--- src/rtl/fp_pkg.sv ---
// Shared FP constants, FSM state encoding and operand classification helpers.
// Latency: n/a (package only).
// Backpressure: n/a (package only).
package fp_pkg;

  localparam int EXP_BIAS = 127;
  localparam int QUO_BITS = 26;

  localparam logic [31:0] QNAN    = 32'h7FC00000;
  localparam logic [31:0] POS_INF = 32'h7F800000;

  typedef enum logic [2:0] {
    IDLE   = 3'd0,
    UNPACK = 3'd1,
    DIVIDE = 3'd2,
    NORM   = 3'd3,
    ROUND  = 3'd4,
    DONE   = 3'd5
  } state_t;

  function automatic logic is_nan(input logic [31:0] x);
    return (x[30:23] == 8'hFF) && (x[22:0] != 23'h0);
  endfunction

  function automatic logic is_inf(input logic [31:0] x);
    return (x[30:23] == 8'hFF) && (x[22:0] == 23'h0);
  endfunction

  // Denormals count as zero: the divider flushes them.
  function automatic logic is_zero(input logic [31:0] x);
    return (x[30:23] == 8'h00);
  endfunction

endpackage

--- src/rtl/fp_div_mantissa_core.sv ---
// Radix-2 restoring divider for 24-bit significands, one quotient bit per step.
// Latency: QUO_BITS step cycles after load; q/sticky stable once last has stepped.
// Backpressure: none; steps only when the controller asserts step.
module fp_div_mantissa_core
  import fp_pkg::*;
(
  input  logic        clk,
  input  logic        rst,
  input  logic        load,
  input  logic        step,
  input  logic [23:0] ma,
  input  logic [23:0] mb,
  output logic [25:0] q,
  output logic        sticky,
  output logic        last
);

  logic [25:0] rem_q;
  logic [23:0] div_q;
  logic [25:0] quo_q;
  logic [4:0]  cnt_q;

  logic [26:0] trial;
  logic        fits;
  logic [25:0] rem_sel;

  // Trial subtraction is done before the shift, so the first step yields the
  // integer quotient bit and the remainder stays below the divisor afterwards.
  always_comb begin
    trial   = {1'b0, rem_q} - {3'b000, div_q};
    fits    = ~trial[26];
    rem_sel = fits ? trial[25:0] : rem_q;
  end

  // Remainder, divisor, quotient and iteration counter registers.
  always_ff @(posedge clk) begin
    if (rst) begin
      rem_q <= 26'h0;
      div_q <= 24'h0;
      quo_q <= 26'h0;
      cnt_q <= 5'd0;
    end else if (load) begin
      rem_q <= {2'b00, ma};
      div_q <= mb;
      quo_q <= 26'h0;
      cnt_q <= 5'd0;
    end else if (step) begin
      rem_q <= rem_sel << 1;
      quo_q <= {quo_q[24:0], fits};
      cnt_q <= last ? 5'd0 : cnt_q + 5'd1;
    end
  end

  assign q      = quo_q;
  assign sticky = (rem_q != 26'h0);
  assign last   = (cnt_q == 5'(QUO_BITS - 1));

endmodule

--- src/rtl/fp_divider_single_seq.sv ---
// Sequential IEEE-754 single-precision divider, Div_Out = A / B (flush-to-zero, RNE).
// Latency: Done 30 clocks after an accepted Start, 2 clocks for special operands.
// Backpressure: Start is only accepted in IDLE or DONE; Start while Busy is dropped.
module fp_divider_single_seq
  import fp_pkg::*;
(
  input  logic        Clk,
  input  logic        Rst,
  input  logic        Start,
  input  logic [31:0] A,
  input  logic [31:0] B,
  output logic [31:0] Div_Out,
  output logic        Busy,
  output logic        Done
);

  state_t state_q, state_d;

  logic [31:0]       a_q, b_q;
  logic              sign_q;
  logic signed [9:0] exp_q;
  logic [25:0]       nq_q;
  logic              nsticky_q;

  logic              accept;
  logic              sign_unp;
  logic signed [9:0] exp_unp;
  logic              special;
  logic [31:0]       special_val;

  logic [25:0]       core_q;
  logic              core_sticky;
  logic              core_last;

  logic [23:0]       mant;
  logic              round_up;
  logic [24:0]       mant_r;
  logic signed [9:0] exp_r;
  logic [22:0]       frac_r;
  logic [31:0]       round_val;

  assign accept   = Start && ((state_q == IDLE) || (state_q == DONE));
  assign sign_unp = a_q[31] ^ b_q[31];
  assign exp_unp  = $signed({2'b00, a_q[30:23]}) - $signed({2'b00, b_q[30:23]})
                  + 10'(EXP_BIAS);

  fp_div_mantissa_core u_core (
    .clk    (Clk),
    .rst    (Rst),
    .load   (state_q == UNPACK),
    .step   (state_q == DIVIDE),
    .ma     ({1'b1, a_q[22:0]}),
    .mb     ({1'b1, b_q[22:0]}),
    .q      (core_q),
    .sticky (core_sticky),
    .last   (core_last)
  );

  // Special operands bypass the divide loop; NaN-producing cases take priority.
  always_comb begin
    special     = 1'b0;
    special_val = 32'h0;
    if (is_nan(a_q) || is_nan(b_q) || (is_zero(a_q) && is_zero(b_q)) ||
        (is_inf(a_q) && is_inf(b_q))) begin
      special     = 1'b1;
      special_val = QNAN;
    end else if (is_inf(a_q) || is_zero(b_q)) begin
      special     = 1'b1;
      special_val = POS_INF | {sign_unp, 31'h0};
    end else if (is_zero(a_q) || is_inf(b_q)) begin
      special     = 1'b1;
      special_val = {sign_unp, 31'h0};
    end
  end

  // Round-to-nearest-even on the normalised quotient, then saturate the exponent.
  always_comb begin
    mant     = nq_q[25:2];
    round_up = nq_q[1] & (nq_q[0] | nsticky_q | mant[0]);
    mant_r   = {1'b0, mant} + {24'h0, round_up};
    exp_r    = exp_q + {9'h0, mant_r[24]};
    frac_r   = mant_r[24] ? mant_r[23:1] : mant_r[22:0];
    if (exp_r >= 10'sd255) begin
      round_val = POS_INF | {sign_q, 31'h0};
    end else if (exp_r <= 10'sd0) begin
      round_val = {sign_q, 31'h0};
    end else begin
      round_val = {sign_q, exp_r[7:0], frac_r};
    end
  end

  // FSM state register.
  always_ff @(posedge Clk) begin
    if (Rst) state_q <= IDLE;
    else     state_q <= state_d;
  end

  // FSM next state and status outputs.
  always_comb begin
    state_d = state_q;
    Busy    = 1'b0;
    Done    = 1'b0;
    case (state_q)
      IDLE: begin
        if (Start) state_d = UNPACK;
      end
      UNPACK: begin
        Busy    = 1'b1;
        state_d = special ? DONE : DIVIDE;
      end
      DIVIDE: begin
        Busy = 1'b1;
        if (core_last) state_d = NORM;
      end
      NORM: begin
        Busy    = 1'b1;
        state_d = ROUND;
      end
      ROUND: begin
        Busy    = 1'b1;
        state_d = DONE;
      end
      DONE: begin
        Done    = 1'b1;
        state_d = Start ? UNPACK : IDLE;
      end
      default: state_d = IDLE;
    endcase
  end

  // Operand capture, exponent/normalise bookkeeping and the held result.
  always_ff @(posedge Clk) begin
    if (Rst) begin
      a_q       <= 32'h0;
      b_q       <= 32'h0;
      sign_q    <= 1'b0;
      exp_q     <= 10'sd0;
      nq_q      <= 26'h0;
      nsticky_q <= 1'b0;
      Div_Out   <= 32'h0;
    end else begin
      if (accept) begin
        a_q <= A;
        b_q <= B;
      end
      if (state_q == UNPACK) begin
        sign_q <= sign_unp;
        exp_q  <= exp_unp;
        if (special) Div_Out <= special_val;
      end
      if (state_q == NORM) begin
        nq_q      <= core_q[25] ? core_q : (core_q << 1);
        exp_q     <= core_q[25] ? exp_q : (exp_q - 10'sd1);
        nsticky_q <= core_sticky;
      end
      if (state_q == ROUND) Div_Out <= round_val;
    end
  end

endmodule
--- config.mk ---
export PLATFORM = sky130hd
export DESIGN_NAME = fp_divider_single_seq
export DESIGN_NICKNAME = d
export VERILOG_FILES = /design/src/rtl/fp_pkg.sv /design/src/rtl/fp_div_mantissa_core.sv /design/src/rtl/fp_divider_single_seq.sv
export SDC_FILE = /design/constraint.sdc
export NUM_CORES = 1
export LEC_CHECK = 0
export ABC_CLOCK_PERIOD_IN_PS = 6570
export CORE_MARGIN = 5
export CORE_UTILIZATION = 39
export CTS_BUF_LIST = sky130_fd_sc_hd__clkbuf_4 sky130_fd_sc_hd__clkbuf_8
export DETAILED_ROUTE_END_ITERATION = 16
export HOLD_SLACK_MARGIN = 0.02
export RECOVER_POWER = 25
export SYNTH_ARGS = -nofsm -noshare
export SYNTH_HDL_FRONTEND = slang
export SYNTH_HIERARCHICAL = 1
export SYNTH_SLANG_ARGS = --single-unit
--- constraint.sdc ---
create_clock -name Clk -period 6.57 [get_ports Clk]
set_input_delay 1.314 -clock Clk [delete_from_list [all_inputs] [get_ports Clk]]
set_output_delay 1.314 -clock Clk [all_outputs]
set_load 0.01 [all_outputs]
Word-level counts from Yosys, hierarchy flattened
Index checks and enable logic that the tools add are counted.

Flip-flop bits (word level): 218. Output and inout bits: 34. Logic and storage cells: 95.

Add/subtract/negate cells: 7. Order comparisons: 2. Equal/unequal tests: 11. Mux-type cells: 27. Bitwise logic cells: 5. Reductions and logical operators: 30.

Operator list (count): two-way mux 32 bit (6); two-way mux 31 bit (2); two-way mux 24 bit (2); logical NOT 23 bit (2); nonzero test 23 bit (2); two-way mux 10 bit (3); subtractor 26 x 24 -> 27 bit (1); two-way mux 26 bit (1); nonzero test 26 bit (1); adder 24 x 1 -> 25 bit (1); two-way mux 25 bit (1); two-way mux 23 bit (1); case mux 3 bit (6 select lines) (1); == test 8 bit, second input constant (2); logical NOT 8 bit (2); adder 10 x 1 -> 10 bit (1); adder 9 x 8 -> 10 bit, second input constant (1); >= comparator 10 x 9 -> 1 bit, second input constant (1); less-or-equal comparator 10 x 1 -> 1 bit, second input constant (1); subtractor 10 x 2 -> 10 bit, second input constant (1); two-way mux 3 bit (3); subtractor 8 x 8 -> 9 bit (1); nonzero test 2 bit (4); logical AND 1 bit (7); other kinds (17) (34).

Logic depth before layout (Yosys ltp)
Word-level depth: 9. Gate-level depth with buffers: 16. Gate-level depth less buffers: 15.

Modules after synthesis
Netlist, hierarchy kept.

By module, submodules not included: fp_divider_single_seq (times used 1, cells each 853, area an instance 6825.3 um2, seq. area each 2742.6 um2); fp_div_mantissa_core (times used 1, cells each 548, area an instance 4685.7 um2, seq. area each 1621.6 um2).

Worst setup path before layout
Ideal clock, no wire load.

Path kind: register to register. Start: reg nq_q[1]. End: reg Div_Out[6]. Setup time: 114 ps. Data arrival time: 3272 ps. Data required time: 6456 ps. Slack: 3184 ps. Cell stages (with the launch flop): 17. Period minus slack after synthesis: 3386 ps. Cells stage by stage: dfxtp_1 and2_1 ha_1 nand2_1 nor3_4 nand4_2 inv_1 ha_1 ha_1 and4_1 and4_1 a21oi_1 a2111oi_0 or4_4 buf_4 a21oi_1 a21o_1.

Cells in the longest elaborated chain, start to end: 7. Elaborated cells between the ends (all ways): 9. Classes of those cells: add/sub: 2; order compare: 2; mux: 4; bitwise: 1.

RTL lines: start: declaration (RTL line fp_divider_single_seq.sv:22) `logic [25:0] nq_q;`; start signal: assignment (RTL line fp_divider_single_seq.sv:152) `nq_q <= core_q[25] ? core_q : (core_q << 1);`; AND 1 bit * (RTL line fp_divider_single_seq.sv:79) `round_up = nq_q[1] & (nq_q[0] | nsticky_q | mant[0]);`; adder 24 x 1 -> 25 bit * (RTL line fp_divider_single_seq.sv:80) `mant_r = {1'b0, mant} + {24'h0, round_up};`; adder 10 x 1 -> 10 bit (RTL line fp_divider_single_seq.sv:81) `exp_r = exp_q + {9'h0, mant_r[24]};`; less-or-equal comparator 10 x 1 -> 1 bit (RTL line fp_divider_single_seq.sv:85) `end else if (exp_r <= 10'sd0) begin`; two-way mux 31 bit (RTL line fp_divider_single_seq.sv:85); two-way mux 31 bit * (RTL line fp_divider_single_seq.sv:83) `if (exp_r >= 10'sd255) begin`; two-way mux 32 bit * (RTL line fp_divider_single_seq.sv:156) `if (state_q == ROUND) Div_Out <= round_val;`; end signal: assignment (RTL line fp_divider_single_seq.sv:149) `if (special) Div_Out <= special_val;`; end signal: assignment (RTL line fp_divider_single_seq.sv:156); end: declaration (RTL line fp_divider_single_seq.sv:12) `output logic [31:0] Div_Out,`.

Mark *: on every way between the ends. The rest lies on a longest branch, timed or not. A chain may end at the register's enable or synchronous reset.

Worst setup path in the final report
Start: in Start. End: reg a_q[15].

Cells in the longest elaborated chain, start to end: 1.

RTL lines: start: declaration (RTL line fp_divider_single_seq.sv:9) `input logic Start,`; logical AND 1 bit (RTL line fp_divider_single_seq.sv:42) `assign accept = Start && ((state_q == IDLE) || (state_q == DONE));`; end signal: assignment (RTL line fp_divider_single_seq.sv:134) `a_q <= 32'h0;`; end signal: assignment (RTL line fp_divider_single_seq.sv:143) `a_q <= A;`; end: declaration (RTL line fp_divider_single_seq.sv:19) `logic [31:0] a_q, b_q;`.

Every way passes these cells.

==> results.json <==
{
  "period_minus_slack_ns": 4.225,
  "hp-start": "Div_Out[8]",
  "via_count": 10070,
  "wl_per_cell_um": 15.72,
  "yosys_register_bits": 218,
  "fin_crit_sh": 0.6431,
  "final_cells": 1893,
  "dp.cells": 1819,
  "cts_hold_buf": 0,
  "p_leak_nw": 4.886,
  "synth_most_common_cell": "dfxtp_1",
  "start_util": 0.3915,
  "drc": 0,
  "violations": "max-capacitance violations, max-slew violations",
  "rows": 63,
  "cts_sinks": 218,
  "ys_warn_count": 6,
  "worst_clock_skew_ns": 0.03924,
  "worstSetupPathType": "input pin to flop",
  "fin_area_um2": 13560,
  "cts-root-buf": "clkbuf_8",
  "grt_pass1_wl_mm": 48.96,
  "overflow": 0,
  "synth.top_cell.area_share": 0.3791,
  "routed_wl_mm": 29.76,
  "drive_gt1_frac": 0.07984,
  "cp.arrival_ns": 4.70,
  "maxSlewHeadroom": -0.8606,
  "dpl.hpwl_mm": 20.60,
  "drtIter0Drc": 481,
  "cp_max_fo": 64,
  "port_buffers": 100,
  "clock_latency_ns": 0.56,
  "r2r_slack_ns": 2.64,
  "synth-edff-count": 0,
  "synth_top_area_cell": "dfxtp_1",
  "cellPowerDensity_nw_per_um2": 513.2,
  "synth_cell_types": 83,
  "grt_usage": 0.1744,
  "post-cts-setup-buffers": 0,
  "clockBufferDepth": 3,
  "clkTransAtPathRegs_ns": 0.06,
  "cts_resized": 0,
  "drt-pass1-iter-count": 7,
  "viasPerCell": 5.320,
  "cp.required_ns": 7.04,
  "die_y_um": 181.8,
  "ios": 101,
  "die_x_um": 181.8,
  "antennaDiodeCount": 0,
  "syn_area_per_cell_um2": 8.216,
  "fp.dieArea_um2": 33050,
  "synth-main-ff-cell": "dfxtp_1",
  "synth.area.top_cells": "dfxtp_1, mux2i_1, nand2_1",
  "grt_antenna_before_repair": 0,
  "fmaxAchievable_mhz": 236.7,
  "detail-route-antenna-nets": 0,
  "cts_tree": "built",
  "cap_violations": 2,
  "cts_buffers": 40,
  "hold_class": "flop to flop",
  "grt_max_degree": 92,
  "h-tree-depth": 2,
  "maxSlewViolCount": 126,
  "fp.coreArea_um2": 29400,
  "ir_worst_vdd_uv": 343.3,
  "gp_congestion": 0.8922,
  "setup.worst_path.end_class": "flop",
  "cp-start-kind": "input pin",
  "report.final.hold_viol_count": 0,
  "grt_pass1_vias": 9539,
  "synth_common_cells": "dfxtp_1, nand2_1, nor2_1, a21oi_1, mux2i_1",
  "nets": 1580,
  "reg2reg_to": "Div_Out[13]",
  "tns_ns": 0,
  "tightest_slew_ns": 2.791,
  "placed_area_um2": 12700,
  "r2r-start": "nq_q[1]",
  "endpoint": "a_q[15]",
  "grt_setup_unrepaired": "no",
  "synth_cells": 1401,
  "synth-seq-area-share": 0.3791,
  "setup_viol": 0,
  "async_flop_share": 0,
  "areaGrowthSynthToFinish_pct": 17.78,
  "syn_area_um2": 11510,
  "rr_worst_depth": 15,
  "outcome": "finished, violations left",
  "crit_start": "Start"
}
-- stage by stage --
| step | power [mW] | util | worst slack, ns | hold slack (ns) |
|---|---|---|---|---|
| 2_1_floorplan | 4.812 | - | 3.184 | 0.4321 |
| 3_3_place_gp | 5.563 | 0.4321 | 2.730 | 0.4388 |
| 3_5_place_dp | 5.585 | 0.4321 | 2.636 | 0.4411 |
| 4_1_cts | 6.974 | 0.4611 | 2.623 | 0.4549 |
| 5_1_grt | 7.524 | 0.4611 | 2.040 | 0.4712 |
| 6_report | 6.958 | 0.4611 | 2.345 | 0.4506 |
-- how the worst min path moves through the flow --
stage / to / cells past startpoint / slack, ns
final: Div_Out[8] / 1 / 0.45
after global routing: Div_Out[8] / 1 / 0.47
after CTS: Div_Out[8] / 1 / 0.45
after detailed placement: Div_Out[8] / 1 / 0.44
after global placement: Div_Out[8] / 1 / 0.44
after floorplan: nq_q[0] / 2 / 0.43
-- placed cells by master (no fill, tap or decap), types with 18 or more instances in the layout --
cell type,Yosys,routed
nand2_1,199,199
a21oi_1,133,133
a21o_1,22,22
a211oi_1,41,41
nor4_1,21,21
nor3_1,29,29
mux2i_1,78,78
ha_1,39,39
xnor2_1,26,26
o21ai_0,46,46
inv_1,55,56
nor2_1,144,144
xor2_1,29,29
dfxtp_1,218,218
nand4_1,18,18
nand3_1,20,20
o22ai_1,20,20
clkbuf_8,0,45
clkdlybuf4s50_1,0,98
-- registers in the layout, indices dropped and copies added, names as in the netlist --
register	cells
exp_q	10
nsticky_q	1
sign_q	1
u_core/cnt_q	5
u_core/q	26
b_q	32
a_q	32
nq_q	26
u_core/div_q	24
Div_Out	32
state_q	3
u_core/rem_q	26
-- critical path, stage by stage --
cell and delay [ns]:
dlygate4sd3_1 0.61, and3b_2 0.20, clkbuf_1 1.96, nand2_1 0.35, a21oi_1 0.23
-- power by group --
group / switching [mW] / internal (mW) / total, mW
logic: 2.28 / 1.47 / 3.75
registers: 0.284 / 1.57 / 1.86
clock network: 0.579 / 0.774 / 1.35
-- final cells by class --
| cell class | instances | area [µm²] |
|---|---|---|
| timing repair buffer | 110 | 1066 |
| fill | 2935 | 15840 |
| clock buffer | 62 | 747.0 |
| sequential | 218 | 4364 |
| tap | 390 | 488.0 |
| multi-input combinational | 1046 | 6576 |
| clock inverter | 11 | 106.4 |
| inverter | 56 | 210.2 |
-- cell families after synthesis --
kind of cell	Yosys count	share of synthesized area
compound gates	357	0.2042
xor+xnor	55	0.04185
fa+ha+maj	41	0.04587
buf+inv	138	0.05054
flops	218	0.3791
mux	79	0.06880
other cells	1	0.0003258
simple gates	512	0.2092
-- per-layer routing --
layer	vias to the layer above	share of wire	global-route usage
met2	245	0.45	0.2815
li1	5128	-	-
met1	4655	0.48	0.2430
met5	-	0	0
met3	42	0.052	0.03005
met4	0	0.017	0.04293
No activity file was read; power rests on OpenSTA's default activity.
